<file path="src/rtl/axis_rr_arbiter.sv">
// axis_rr_arbiter: two-source AXI-Stream packet arbiter with round-robin, packet-locked grants,
// a registered output stage, overlong-packet truncation and packet/error status.
module axis_rr_arbiter #(
    parameter int DATA_WIDTH = 32,
    parameter int MAX_BEATS  = 256,
    parameter int CNT_WIDTH  = 16
) (
    input  logic                    axis_aclk,
    input  logic                    axis_aresetn,
    input  logic [DATA_WIDTH-1:0]   s00_axis_tdata,
    input  logic [DATA_WIDTH/8-1:0] s00_axis_tstrb,
    input  logic                    s00_axis_tvalid,
    input  logic                    s00_axis_tlast,
    output logic                    s00_axis_tready,
    input  logic [DATA_WIDTH-1:0]   s01_axis_tdata,
    input  logic [DATA_WIDTH/8-1:0] s01_axis_tstrb,
    input  logic                    s01_axis_tvalid,
    input  logic                    s01_axis_tlast,
    output logic                    s01_axis_tready,
    output logic [DATA_WIDTH-1:0]   m00_axis_tdata,
    output logic [DATA_WIDTH/8-1:0] m00_axis_tstrb,
    output logic                    m00_axis_tvalid,
    output logic                    m00_axis_tlast,
    input  logic                    m00_axis_tready,
    output logic [1:0]              grant,
    output logic [CNT_WIDTH-1:0]    pkt_count,
    output logic                    err_overlong
);
    typedef enum logic [1:0] {IDLE, GNT0, GNT1} state_t;
    localparam logic [15:0] LAST_BEAT = 16'(MAX_BEATS - 1);
    state_t                  state_q, state_d;
    logic                    ptr_q, err_q, tvalid_q, tlast_q;
    logic [1:0]              grant_q;
    logic [15:0]             beat_q;
    logic [CNT_WIDTH-1:0]    pkt_q;
    logic [DATA_WIDTH-1:0]   tdata_q, in_data;
    logic [DATA_WIDTH/8-1:0] tstrb_q, in_strb;
    logic                    out_free, acc, in_last, at_max, pkt_end;

    // Output register can take a new beat when empty or draining this cycle.
    assign out_free        = !tvalid_q || m00_axis_tready;
    assign s00_axis_tready = state_q == GNT0 && out_free;
    assign s01_axis_tready = state_q == GNT1 && out_free;
    assign acc     = (s00_axis_tready && s00_axis_tvalid) || (s01_axis_tready && s01_axis_tvalid);
    assign in_data = state_q == GNT1 ? s01_axis_tdata : s00_axis_tdata;
    assign in_strb = state_q == GNT1 ? s01_axis_tstrb : s00_axis_tstrb;
    assign in_last = state_q == GNT1 ? s01_axis_tlast : s00_axis_tlast;
    assign at_max  = beat_q == LAST_BEAT;
    assign pkt_end = acc && (in_last || at_max);

    always_comb begin
        state_d = state_q == IDLE ? (s00_axis_tvalid && !(s01_axis_tvalid && ptr_q) ? GNT0 :
                                     s01_axis_tvalid ? GNT1 : IDLE) :
                  pkt_end ? IDLE : state_q;
    end

    always_ff @(posedge axis_aclk or negedge axis_aresetn) begin
        if (!axis_aresetn) begin
            state_q  <= IDLE;
            grant_q  <= 2'b00;
            ptr_q    <= 1'b0;
            beat_q   <= '0;
            pkt_q    <= '0;
            err_q    <= 1'b0;
            tvalid_q <= 1'b0;
            tlast_q  <= 1'b0;
            tdata_q  <= '0;
            tstrb_q  <= '0;
        end else begin
            state_q  <= state_d;
            grant_q  <= {state_d == GNT1, state_d == GNT0};
            tvalid_q <= acc || (tvalid_q && !m00_axis_tready);
            beat_q   <= pkt_end ? '0 : beat_q + 16'(acc);
            if (acc) begin
                tdata_q <= in_data;
                tstrb_q <= in_strb;
                tlast_q <= in_last || at_max;
            end
            if (pkt_end) begin
                ptr_q <= state_q == GNT0;
                pkt_q <= pkt_q + CNT_WIDTH'(1);
            end
            // A packet end without tlast can only be the forced truncation.
            if (pkt_end && !in_last) err_q <= 1'b1;
        end
    end

    assign m00_axis_tdata  = tdata_q;
    assign m00_axis_tstrb  = tstrb_q;
    assign m00_axis_tvalid = tvalid_q;
    assign m00_axis_tlast  = tlast_q;
    assign grant           = grant_q;
    assign pkt_count       = pkt_q;
    assign err_overlong    = err_q;
endmodule

</file>
<file path="config.mk">
export PLATFORM = sky130hd
export DESIGN_NAME = axis_rr_arbiter
export DESIGN_NICKNAME = d
export VERILOG_FILES = /design/src/rtl/axis_rr_arbiter.sv
export SDC_FILE = /design/constraint.sdc
export NUM_CORES = 1
export LEC_CHECK = 0
export CAP_MARGIN = 10
export CORE_UTILIZATION = 47
export DETAILED_ROUTE_END_ITERATION = 10
export PLACE_DENSITY = 0.86
export REMOVE_ABC_BUFFERS = 1
export SYNTH_ARGS = -nofsm -noshare
export SYNTH_HDL_FRONTEND = slang
export SYNTH_SLANG_ARGS = --single-unit
</file>
<file path="constraint.sdc">
create_clock -name axis_aclk -period 5.4 [get_ports axis_aclk]
set_input_delay 1.08 -clock axis_aclk [delete_from_list [all_inputs] [get_ports axis_aclk]]
set_output_delay 1.08 -clock axis_aclk [all_outputs]
set_load 0.05 [all_outputs]
</file>
# == Word level (Yosys, flattened, before mapping) ==
# Index checks and enable logic that the tools add are counted.
# word_totals
output_inout_bits,59
reg_bits,76
word_cells,43
# classes
add_sub_neg,2
reduce_logical,18
n_mux,8
eq_ne,5
# op_table
operator,n
32-bit two-way mux,1
16-bit by 1-bit adder with 16-bit output,1
"16-bit by 1-bit adder with 16-bit output, second input constant",1
"16-bit by 8-bit equality test with 1-bit output, second input constant",1
16-bit two-way mux,1
1-bit logical AND,9
2-bit two-way mux,4
"2-bit by 1-bit equality test with 1-bit output, second input constant",2
"2-bit equality test, second input constant",2
1-bit logical NOT,4
1-bit logical OR,4
4-bit two-way mux,1
2-bit logical NOT,1
1-bit two-way mux,1

# == Depth between registers and ports, before layout ==
# Gate-level depths: netlist (run 1).
# depth
depth_word,9
mapped_depth,11
depth_no_buf,9

# == Least setup slack after synthesis (run 1) ==
# OpenSTA, ideal clock, no wires.
# synth_timing
kind,input to register
from,in s00_axis_tvalid
to,reg beat_q[10]
cell_stages,10
required_ns,5.279
t_arrival_ns,2.837
path_slack_ns,2.442
n_path_buf,1
setup_ns,0.121
cell_sequence,nand3b_1 -> a21o_1 -> inv_2 -> clkbuf_1 -> ha_1 -> nand2_1 -> nor3_1 -> and3_1 -> xnor2_1 -> nor2_1
# synth_between
elab_chain_cells,4
# synth_lines
element,line_no,text
from (decl),12,"input logic s00_axis_tvalid,"
1-bit logical AND (*),44,assign acc = (s00_axis_tready && s00_axis_tvalid) || (s01_axis_tready && s01_axis_tvalid);
1-bit logical OR (*),44,
16-bit by 1-bit adder with 16-bit output or 1-bit logical AND (tied branches),"73, 49",
16-bit two-way mux (*),73,beat_q <= pkt_end ? '0 : beat_q + 16'(acc);
to (signal assigned),73,
to (decl),34,logic [15:0] beat_q;
# Every way passes the cells marked *; elsewhere a longest branch is shown, timed or not.
# A chain may end at the register's enable or synchronous reset.

# == Final worst setup path (run 1) ==
# layout_timing
from,in m00_axis_tready
to,out s01_axis_tready
# layout_between
elab_chain_cells,2
# layout_lines
element,line_no,text
from (decl),24,"input logic m00_axis_tready,"
1-bit logical OR,41,assign out_free = !tvalid_q || m00_axis_tready;
1-bit logical AND,43,assign s01_axis_tready = state_q == GNT1 && out_free;
to (decl),19,"output logic s01_axis_tready,"
# Every way passes these cells.

==> qor.csv, run 1 <==
stage,metric,value,unit
route,via_count,3190,
clocking,path_clk_slew,70,ps
global_route,grt_antenna_before_repair,0,
run,maxCapViolCount,0,
sta,slew_headroom,37.25,%
route,drc_errors,0,
global_route,grt_start_max_net_pins,77,
critical_path,start_kind,primary input,
clocking,cts.path.max_buffers,2,
power,finalPower,2.881,mW
floorplan,io_pins,138,
critical_path,end_kind,primary output,
floorplan,die_w,88.45,µm
route,drt_first_pass_iters,4,
yosys,synth_top_family_by_area,simple AND/OR/NAND/NOR gates,
critical_path,critPathMaxFanout,4,
yosys,synthesis.instances,378,
yosys,syn_avg_cell_area,9.291,µm²
clocking,cts.root.buffer_cell,clkbuf_8,
clocking,clk_latency,350,ps
yosys,synthMuxAreaShare,0.6413,%
clocking,hold_buffers,0,
finish,nNetsFinal,590,
sta,finalMaxSlewViolations,0,
clocking,cts.sinks,76,
floorplan,rows,31,
power,p_leak,2.188,nW
global_route,grt_overflow,0,
finish,drive_gt1_share,5.273,%
finish,antenna_cells,0,
sta,tightest_slew,941.3,ps
sta,rsz0062_at_grt,no,
yosys,yosysWarningCount,0,
clocking,cts_buffers,9,
power,peakVddDrop,0.0002693,V
yosys,synth-seq-cells,76,
sta,hold_violations,0,
global_route,grt_usage,23.60,%
floorplan,start_util,48.42,%
route,wl,9.254,mm
route,avgViaCountPerCell,5.221,
sta,fmax,277.1,MHz
floorplan,fp.dieH,88.45,µm
sta,fin_tns_setup,0,ps
hold_path,hold_start,err_overlong,
power,power_density,562.3,mW/mm²
finish,final_cell_mix,"clkdlybuf4s50_1 (136), nand2_1 (81), dfrtp_1 (76), nor2_1 (56), a31oi_1 (36)",
clocking,post_cts_buffers,0,
route,ant_nets,0,
floorplan,dieArea,0.007823,mm²
critical_path,cp-endpoint,s01_axis_tready,
critical_path,worstSetupStartpoint,m00_axis_tready,
yosys,syn_area,0.003512,mm²
yosys,synth_fa_ha_area_share,1.069,%
critical_path,rrSetupSlack,2720,ps
clocking,cts_resized,0,
critical_path,rr_worst_depth,5,
place,io_buffers,137,
run_status,status,finished clean,
floorplan,fp.coreArea,0.007253,mm²
clocking,cts-htree-levels,3,
yosys,yosys.area_share.xor_xnor,7.481,%
yosys,yosys.cell_types.count,35,
critical_path,r2r-start,beat_q[8],
route,post_drt_wl_per_cell,15.15,µm
place,gp_congestion,0.7469,
route,drtIter0Drc,119,
place,dpl.hpwl,6.577,mm
critical_path,worstSetupPathType,in2out,
sta,setup_violations,0,
yosys,synth-compound-area-share,8.871,%
critical_path,reg2reg_to,beat_q[5],
critical_path,critical_path_required,4320,ps
sta,finClkSkew,13.37,ps
hold_path,hold_class,reg2reg,
critical_path,cp.arrival,2530,ps
yosys,synthSimpleGateAreaFrac,24.55,%
global_route,grt_pass1_vias,2933,
sta,fin_crit,3609,ps
finish,synthToLayoutAreaGrowth,45.89,%
yosys,synth.yosys.seq_area_share,54.15,%
finish,final_common_cell,clkdlybuf4s50_1,
clocking,cts_tree,done,
sta,fin_crit_sh,66.83,%
global_route,grt_first_pass_wirelength,13.97,mm
-- power breakdown --
group          switching, mW  total, mW  internal (mW)
Sequential             0.137      0.900          0.763
Combinational           1.03       1.57          0.534
Clock                  0.203      0.413          0.210
Total                   1.37       2.88           1.51
-- stage by stage --
step	util, %	setup slack, ps	instances	area (µm²)	hold WS [ps]
global placement	68.14	1795	596	4942	449.5
detailed placement	68.14	1794	596	4942	451.8
CTS	70.64	1786	611	5124	468.8
floorplan	-	2137	356	3417	498.2
finish	70.64	1791	611	5124	462.5
global route	70.64	1749	611	5124	503.9
-- state kept, by name, summed over array words and instances, names as in the netlist --
signal,cells
m00_axis_tdata,32
m00_axis_tlast,1
m00_axis_tvalid,1
ptr_q,1
pkt_count,16
err_overlong,1
beat_q,16
m00_axis_tstrb,4
state_q,2
grant,2
-- Yosys cell counts --
cell type	n	share of area [%]
a211oi_4	1	0.57
buf_2	1	0.14
nor2b_1	6	1.1
or4_1	1	0.21
buf_6	1	0.32
inv_1	4	0.43
or3_4	1	0.32
nor4_1	1	0.18
nand2_1	81	8.7
and2_1	1	0.18
xnor2_1	19	4.7
mux2_2	2	0.64
xor2_1	11	2.7
or2_2	2	0.36
o21ai_0	1	0.14
nand3_1	18	2.6
nor2_1	56	6.0
a221oi_1	1	0.25
a21oi_1	3	0.43
nor3_1	2	0.29
a31oi_1	36	6.4
ha_1	3	1.1
clkbuf_1	19	2.0
buf_4	1	0.21
a21o_1	3	0.64
o31ai_1	2	0.43
and3b_1	1	0.25
inv_2	1	0.11
dfrtp_1	76	54
and4_1	3	0.75
nand4_1	7	1.2
nand2b_1	4	0.71
and3_1	6	1.1
nor4bb_1	1	0.29
nand3b_1	2	0.43
-- per-layer routing --
layer | global-route usage [%] | vias up | routed length (µm)
li1 | - | 1530 | -
met1 | 28.41 | 1547 | 3927
met2 | 39.93 | 99 | 4496
met3 | 6.810 | 14 | 644
met4 | 9.531 | 0 | 185
met5 | 0 | - | 0
-- worst max-delay path, cell delays in order --
cell and delay (ps):
clkdlybuf4s50_1 460, nor2b_1 70, nor2_1 110, clkdlybuf4s50_1 810
-- layout make-up --
type | instances | area [µm²]
well taps | 99 | 123.9
flip-flops and latches | 76 | 1902
multi-input cells | 275 | 1499
fillers | 514 | 2130
inverters | 5 | 18.77
clock buffers | 10 | 127.6
repair buffers | 141 | 1399
clock inverters | 5 | 53.80
-- cells by family after synthesis --
| group | count (synthesis) |
|---|---|
| XOR/XNOR | 30 |
| AO/OA/AOI/OAI | 47 |
| adder cells (fa/ha/maj) | 3 |
| AND/OR/NAND/NOR | 193 |
| buffers and inverters | 27 |
| multiplexers | 2 |
| flip-flops | 76 |
-- how the worst min path moves through the flow --
stage	end	cells after the start
2_1_floorplan	ptr_q	1
3_3_place_gp	err_overlong	1
3_5_place_dp	err_overlong	1
4_1_cts	err_overlong	1
5_1_grt	err_overlong	1
6_report	err_overlong	1
(Power assumes the default switching activity.)
==> inputs of run 2 (changes only) <==
--- a/config.mk
+++ b/config.mk
@@ -6,9 +6,9 @@
 export NUM_CORES = 1
 export LEC_CHECK = 0
 export CAP_MARGIN = 10
-export CORE_UTILIZATION = 47
+export CORE_UTILIZATION = 44
 export DETAILED_ROUTE_END_ITERATION = 10
-export PLACE_DENSITY = 0.86
+export PLACE_DENSITY = 0.81
 export REMOVE_ABC_BUFFERS = 1
 export SYNTH_ARGS = -nofsm -noshare
 export SYNTH_HDL_FRONTEND = slang
==> constraint.sdc (replaced) <==
create_clock -name axis_aclk -period 3.5 [get_ports axis_aclk]
set_input_delay 0.7 -clock axis_aclk [delete_from_list [all_inputs] [get_ports axis_aclk]]
set_output_delay 0.7 -clock axis_aclk [all_outputs]
set_load 0.05 [all_outputs]
==> qor.csv, run 2 (synthesis results as in run 1) <==
stage,metric,value,unit
critical_path,critPathMaxFanout,4,
global_route,grt_start_max_net_pins,77,
run,maxCapViolCount,0,
hold_path,hold_start,err_overlong,
power,p_leak,2.218,nW
clocking,cts_resized,0,
clocking,cts.path.max_buffers,2,
floorplan,die_w,91.34,µm
clocking,clk_latency,330,ps
place,dpl.hpwl,6.162,mm
sta,fmax,348.9,MHz
global_route,grt_pass1_vias,3093,
clocking,path_clk_slew,70,ps
critical_path,critical_path.cell_chain,"clkdlybuf4s50_1, nor2b_1, nor2b_1, clkdlybuf4s50_1",
sta,fin_crit_sh,81.88,%
floorplan,io_pins,138,
finish,final_common_cell,clkdlybuf4s50_1,
sta,finClkSkew,8.119,ps
route,drtIter0Drc,113,
global_route,grt_overflow,0,
place,io_buffers,137,
finish,fin_cells,615,
critical_path,critPathMaxStageDelay,810,ps
critical_path,critical-path-slowest-cell,clkdlybuf4s50_1,
floorplan,dieArea,0.008343,mm²
critical_path,start_kind,primary input,
finish,antenna_cells,0,
global_route,grt_usage,22.69,%
global_route,grt_antenna_before_repair,0,
sta,whs,471.3,ps
route,ant_nets,0,
route,avgViaCountPerCell,5.059,
clocking,cts-htree-levels,3,
route,drt_first_pass_iters,4,
route,via_count,3111,
run_status,status,finished clean,
floorplan,fp.dieH,91.34,µm
floorplan,fp.coreArea,0.007727,mm²
place,place_ws,560.5,ps
sta,setup_violations,0,
clocking,cts.root.buffer_cell,clkbuf_8,
place,dp.cells,599,
critical_path,cp.arrival,2170,ps
route,drc_errors,0,
finish,largest_reg_flops,32,
power,power_density,888.8,mW/mm²
sta,setup_slack,634.1,ps
route,wl,8.964,mm
finish,fill_cells,637,
clocking,hold_buffers,0,
route,post_drt_wl_per_cell,14.58,µm
sta,finalMaxSlewViolations,0,
hold_path,hold_class,reg2reg,
finish,nNetsFinal,590,
power,peakVddDrop,0.0004096,V
clocking,cts.sinks,76,
floorplan,rows,32,
finish,synthToLayoutAreaGrowth,47.95,%
sta,fin_crit,2866,ps
critical_path,worstSetupPathType,in2out,
clocking,cts_tree,done,
critical_path,critical_path_required,2800,ps
clocking,post_cts_buffers,0,
critical_path,worstSetupStartpoint,m00_axis_tready,
sta,rsz0062_at_grt,no,
critical_path,end_kind,primary output,
global_route,grt_first_pass_wirelength,14.86,mm
sta,fin_tns_setup,0,ps
critical_path,r2r-start,beat_q[8],
finish,final_cell_mix,"clkdlybuf4s50_1 (136), nand2_1 (81), dfrtp_1 (76), nor2_1 (56), a31oi_1 (36)",
clocking,cts_buffers,9,
sta,hold_violations,0,
floorplan,start_util,45.45,%
sta,slew_headroom,37.47,%
finish,drive_gt1_share,5.458,%
sta,tightest_slew,938.0,ps
place,gp_congestion,0.8044,
-- run 2: final cells by class --
type	instances	area (µm²)	area share, %
Sequential cell	76	1902	36.60
Tap cell	102	127.6	2.456
Clock buffer	12	155.1	2.986
Timing Repair Buffer	141	1399	26.92
Multi-Input combinational cell	275	1499	28.85
Clock inverter	4	95.09	1.830
Inverter	5	18.77	0.3612
-- run 2: critical path, delay by kind of cell --
family | cells | cell delay, ps
buffers and inverters | 2 | 1270
AND/OR/NAND/NOR | 2 | 200
-- run 2: layer usage --
layer / global-route usage, % / vias up / wire length [µm]
li1: - / 1529 / -
met1: 29.02 / 1464 / 3943
met2: 37.94 / 104 / 4414
met3: 5.779 / 14 / 455
met4: 6.878 / 0 / 150
met5: 0 / - / 0
-- run 2: through the flow --
stage / power, mW / util (%) / instance area (µm²)
after global routing: 4.891 / 67.24 / 5196
final: 4.619 / 67.24 / 5196
after detailed placement: 3.833 / 64.01 / 4946
after floorplan: 2.955 / - / 3417
after global placement: 3.779 / 64.01 / 4946
after CTS: 4.659 / 67.24 / 5196
-- run 2: path summary, 6_finish.rpt --
path	end	slack, ps	cells after the start
worst max-delay path	s00_axis_tready	630	4
worst min-delay path	err_overlong	470	1
worst max register to register	pkt_count[1]	950	5
worst min register to register	err_overlong	470	1
max in group asynchronous	m00_axis_tstrb[1]	2380	1
min in group asynchronous	m00_axis_tdata[8]	510	1
-- run 2: report_power, final --
group          leakage [nW]  internal [mW]  switching (mW)
Sequential            0.933           1.18           0.213
Clock                 0.127          0.512           0.302
Combinational          1.16          0.824            1.59
==> inputs of run 3 (changes only) <==
==> constraint.sdc (replaced) <==
create_clock -name axis_aclk -period 2.7 [get_ports axis_aclk]
set_input_delay 0.54 -clock axis_aclk [delete_from_list [all_inputs] [get_ports axis_aclk]]
set_output_delay 0.54 -clock axis_aclk [all_outputs]
set_load 0.05 [all_outputs]
==> qor.csv, run 3 (synthesis results as in run 1) <==
stage,metric,value,unit
sta,finalMaxSlewViolations,0,
global_route,grt_overflow,0,
global_route,grt_usage,22.49,%
route,wirelength_met1,3.887,mm
critical_path,rrSetupSlack,360,ps
clocking,cts_buffers,9,
critical_path,worstSetupPathType,reg2reg,
sta,fin_crit_sh,86.65,%
floorplan,fp.coreArea,0.007727,mm²
place,dpl.hpwl,6.391,mm
sta,fin_crit,2340,ps
sta,fmax,427.4,MHz
global_route,grt_antenna_before_repair,0,
sta,tightest_slew,942.0,ps
finish,final_cell_mix,"clkdlybuf4s50_1 (134), nand2_1 (81), dfrtp_1 (76), nor2_1 (56), a31oi_1 (36)",
sta,hold_violations,0,
hold_path,hold_class,in2async,
clocking,cts_resized,0,
finish,nNetsFinal,595,
route,drc_errors,0,
floorplan,fp.dieH,91.34,µm
finish,fin_cells,619,
finish,drive_gt1_share,6.770,%
floorplan,dieArea,0.008343,mm²
sta,rsz0062_at_grt,no,
route,top_layer,met4,
sta,slew_headroom,37.20,%
power,p_leak,2.231,nW
place,io_buffers,137,
route,wl,8.960,mm
floorplan,rows,32,
place,gp_congestion,0.7818,
critical_path,critical_path_required,2920,ps
route,via_count,3182,
route,met3RoutedLength,514,µm
finish,largest_reg_flops,32,
route,drtIter0Drc,104,
route,post_drt_wl_per_cell,14.47,µm
clocking,cts-htree-levels,3,
power,peakVddDrop,0.0005595,V
finish,antenna_cells,0,
critical_path,end_kind,flip-flop,
clocking,hold_buffers,0,
route,route.met2.wl,4.416,mm
global_route,grt_start_max_net_pins,77,
clocking,cts.sinks,76,
global_route,grt_pass1_vias,3017,
clocking,cts.root.buffer_cell,clkbuf_8,
run_status,status,finished clean,
finish,final_core_util,67.52,%
finish,synthToLayoutAreaGrowth,48.56,%
global_route,grt_first_pass_wirelength,14.75,mm
finish,final_common_cell,clkdlybuf4s50_1,
route,drt_first_pass_iters,5,
critical_path,start_kind,flip-flop,
clocking,cts.path.max_buffers,2,
power,power_density,1130,mW/mm²
critical_path,cp.arrival,2560,ps
place,dp.cells,604,
critical_path,critPathMaxFanout,26,
run,maxCapViolCount,0,
clocking,post_cts_buffers,0,
route,ant_nets,0,
clocking,cts_tree,done,
clocking,path_clk_slew,80,ps
floorplan,die_w,91.34,µm
clocking,clk_latency,340,ps
floorplan,io_pins,138,
route,avgViaCountPerCell,5.141,
floorplan,start_util,45.45,%
sta,finClkSkew,7.284,ps
sta,setup_violations,0,
-- run 3: worst max-delay path, cell delays in order (launching register included) --
cell and delay, ps:
dfrtp_1 430, or4_1 530, or3_4 410, a211oi_4 300, buf_12 200, mux2_2 340
-- run 3: cell type report --
type	instances	area [µm²]
fillers	619	2510
repair buffers	146	1456
well taps	102	127.6
clock inverters	6	90.09
clock buffers	9	123.9
inverters	5	18.77
flip-flops and latches	76	1902
multi-input cells	275	1499
-- run 3: metal layers --
layer / global-route usage (%) / up-vias
li1: - / 1536
met4: 8.598 / 0
met2: 38.13 / 106
met1: 28.20 / 1526
met3: 4.774 / 14
met5: 0 / -
-- run 3: final timing paths --
| check | start | end | cells after the start |
|---|---|---|---|
| setup reg to reg | beat_q[8] | pkt_count[1] | 5 |
| hold / removal | axis_aresetn | m00_axis_tdata[16] | 1 |
| max in group asynchronous | axis_aresetn | pkt_count[0] | 1 |
| min in group axis_aclk | err_overlong | err_overlong | 1 |
| hold reg to reg | err_overlong | err_overlong | 1 |
| setup / recovery | beat_q[8] | pkt_count[1] | 5 |
-- run 3: stage by stage --
step                instance area (µm²)  hold WS (ps)  setup TNS (ps)  total power [mW]  worst slack [ps]
floorplan                          3417         244.4           -3537             3.831            -188.8
global placement                   5004         452.5               0             4.941             128.4
detailed placement                 5004         463.0               0             5.007             75.85
CTS                                5218         359.8               0             5.945             352.5
global route                       5218         412.0               0             6.238             249.7
finish                             5218         304.7               0             5.898             360.4
-- run 3: where the power goes --
part	switching, mW	internal (mW)
logic	2.07	1.10
clock network	0.407	0.516
registers	0.280	1.53
total	2.75	3.14
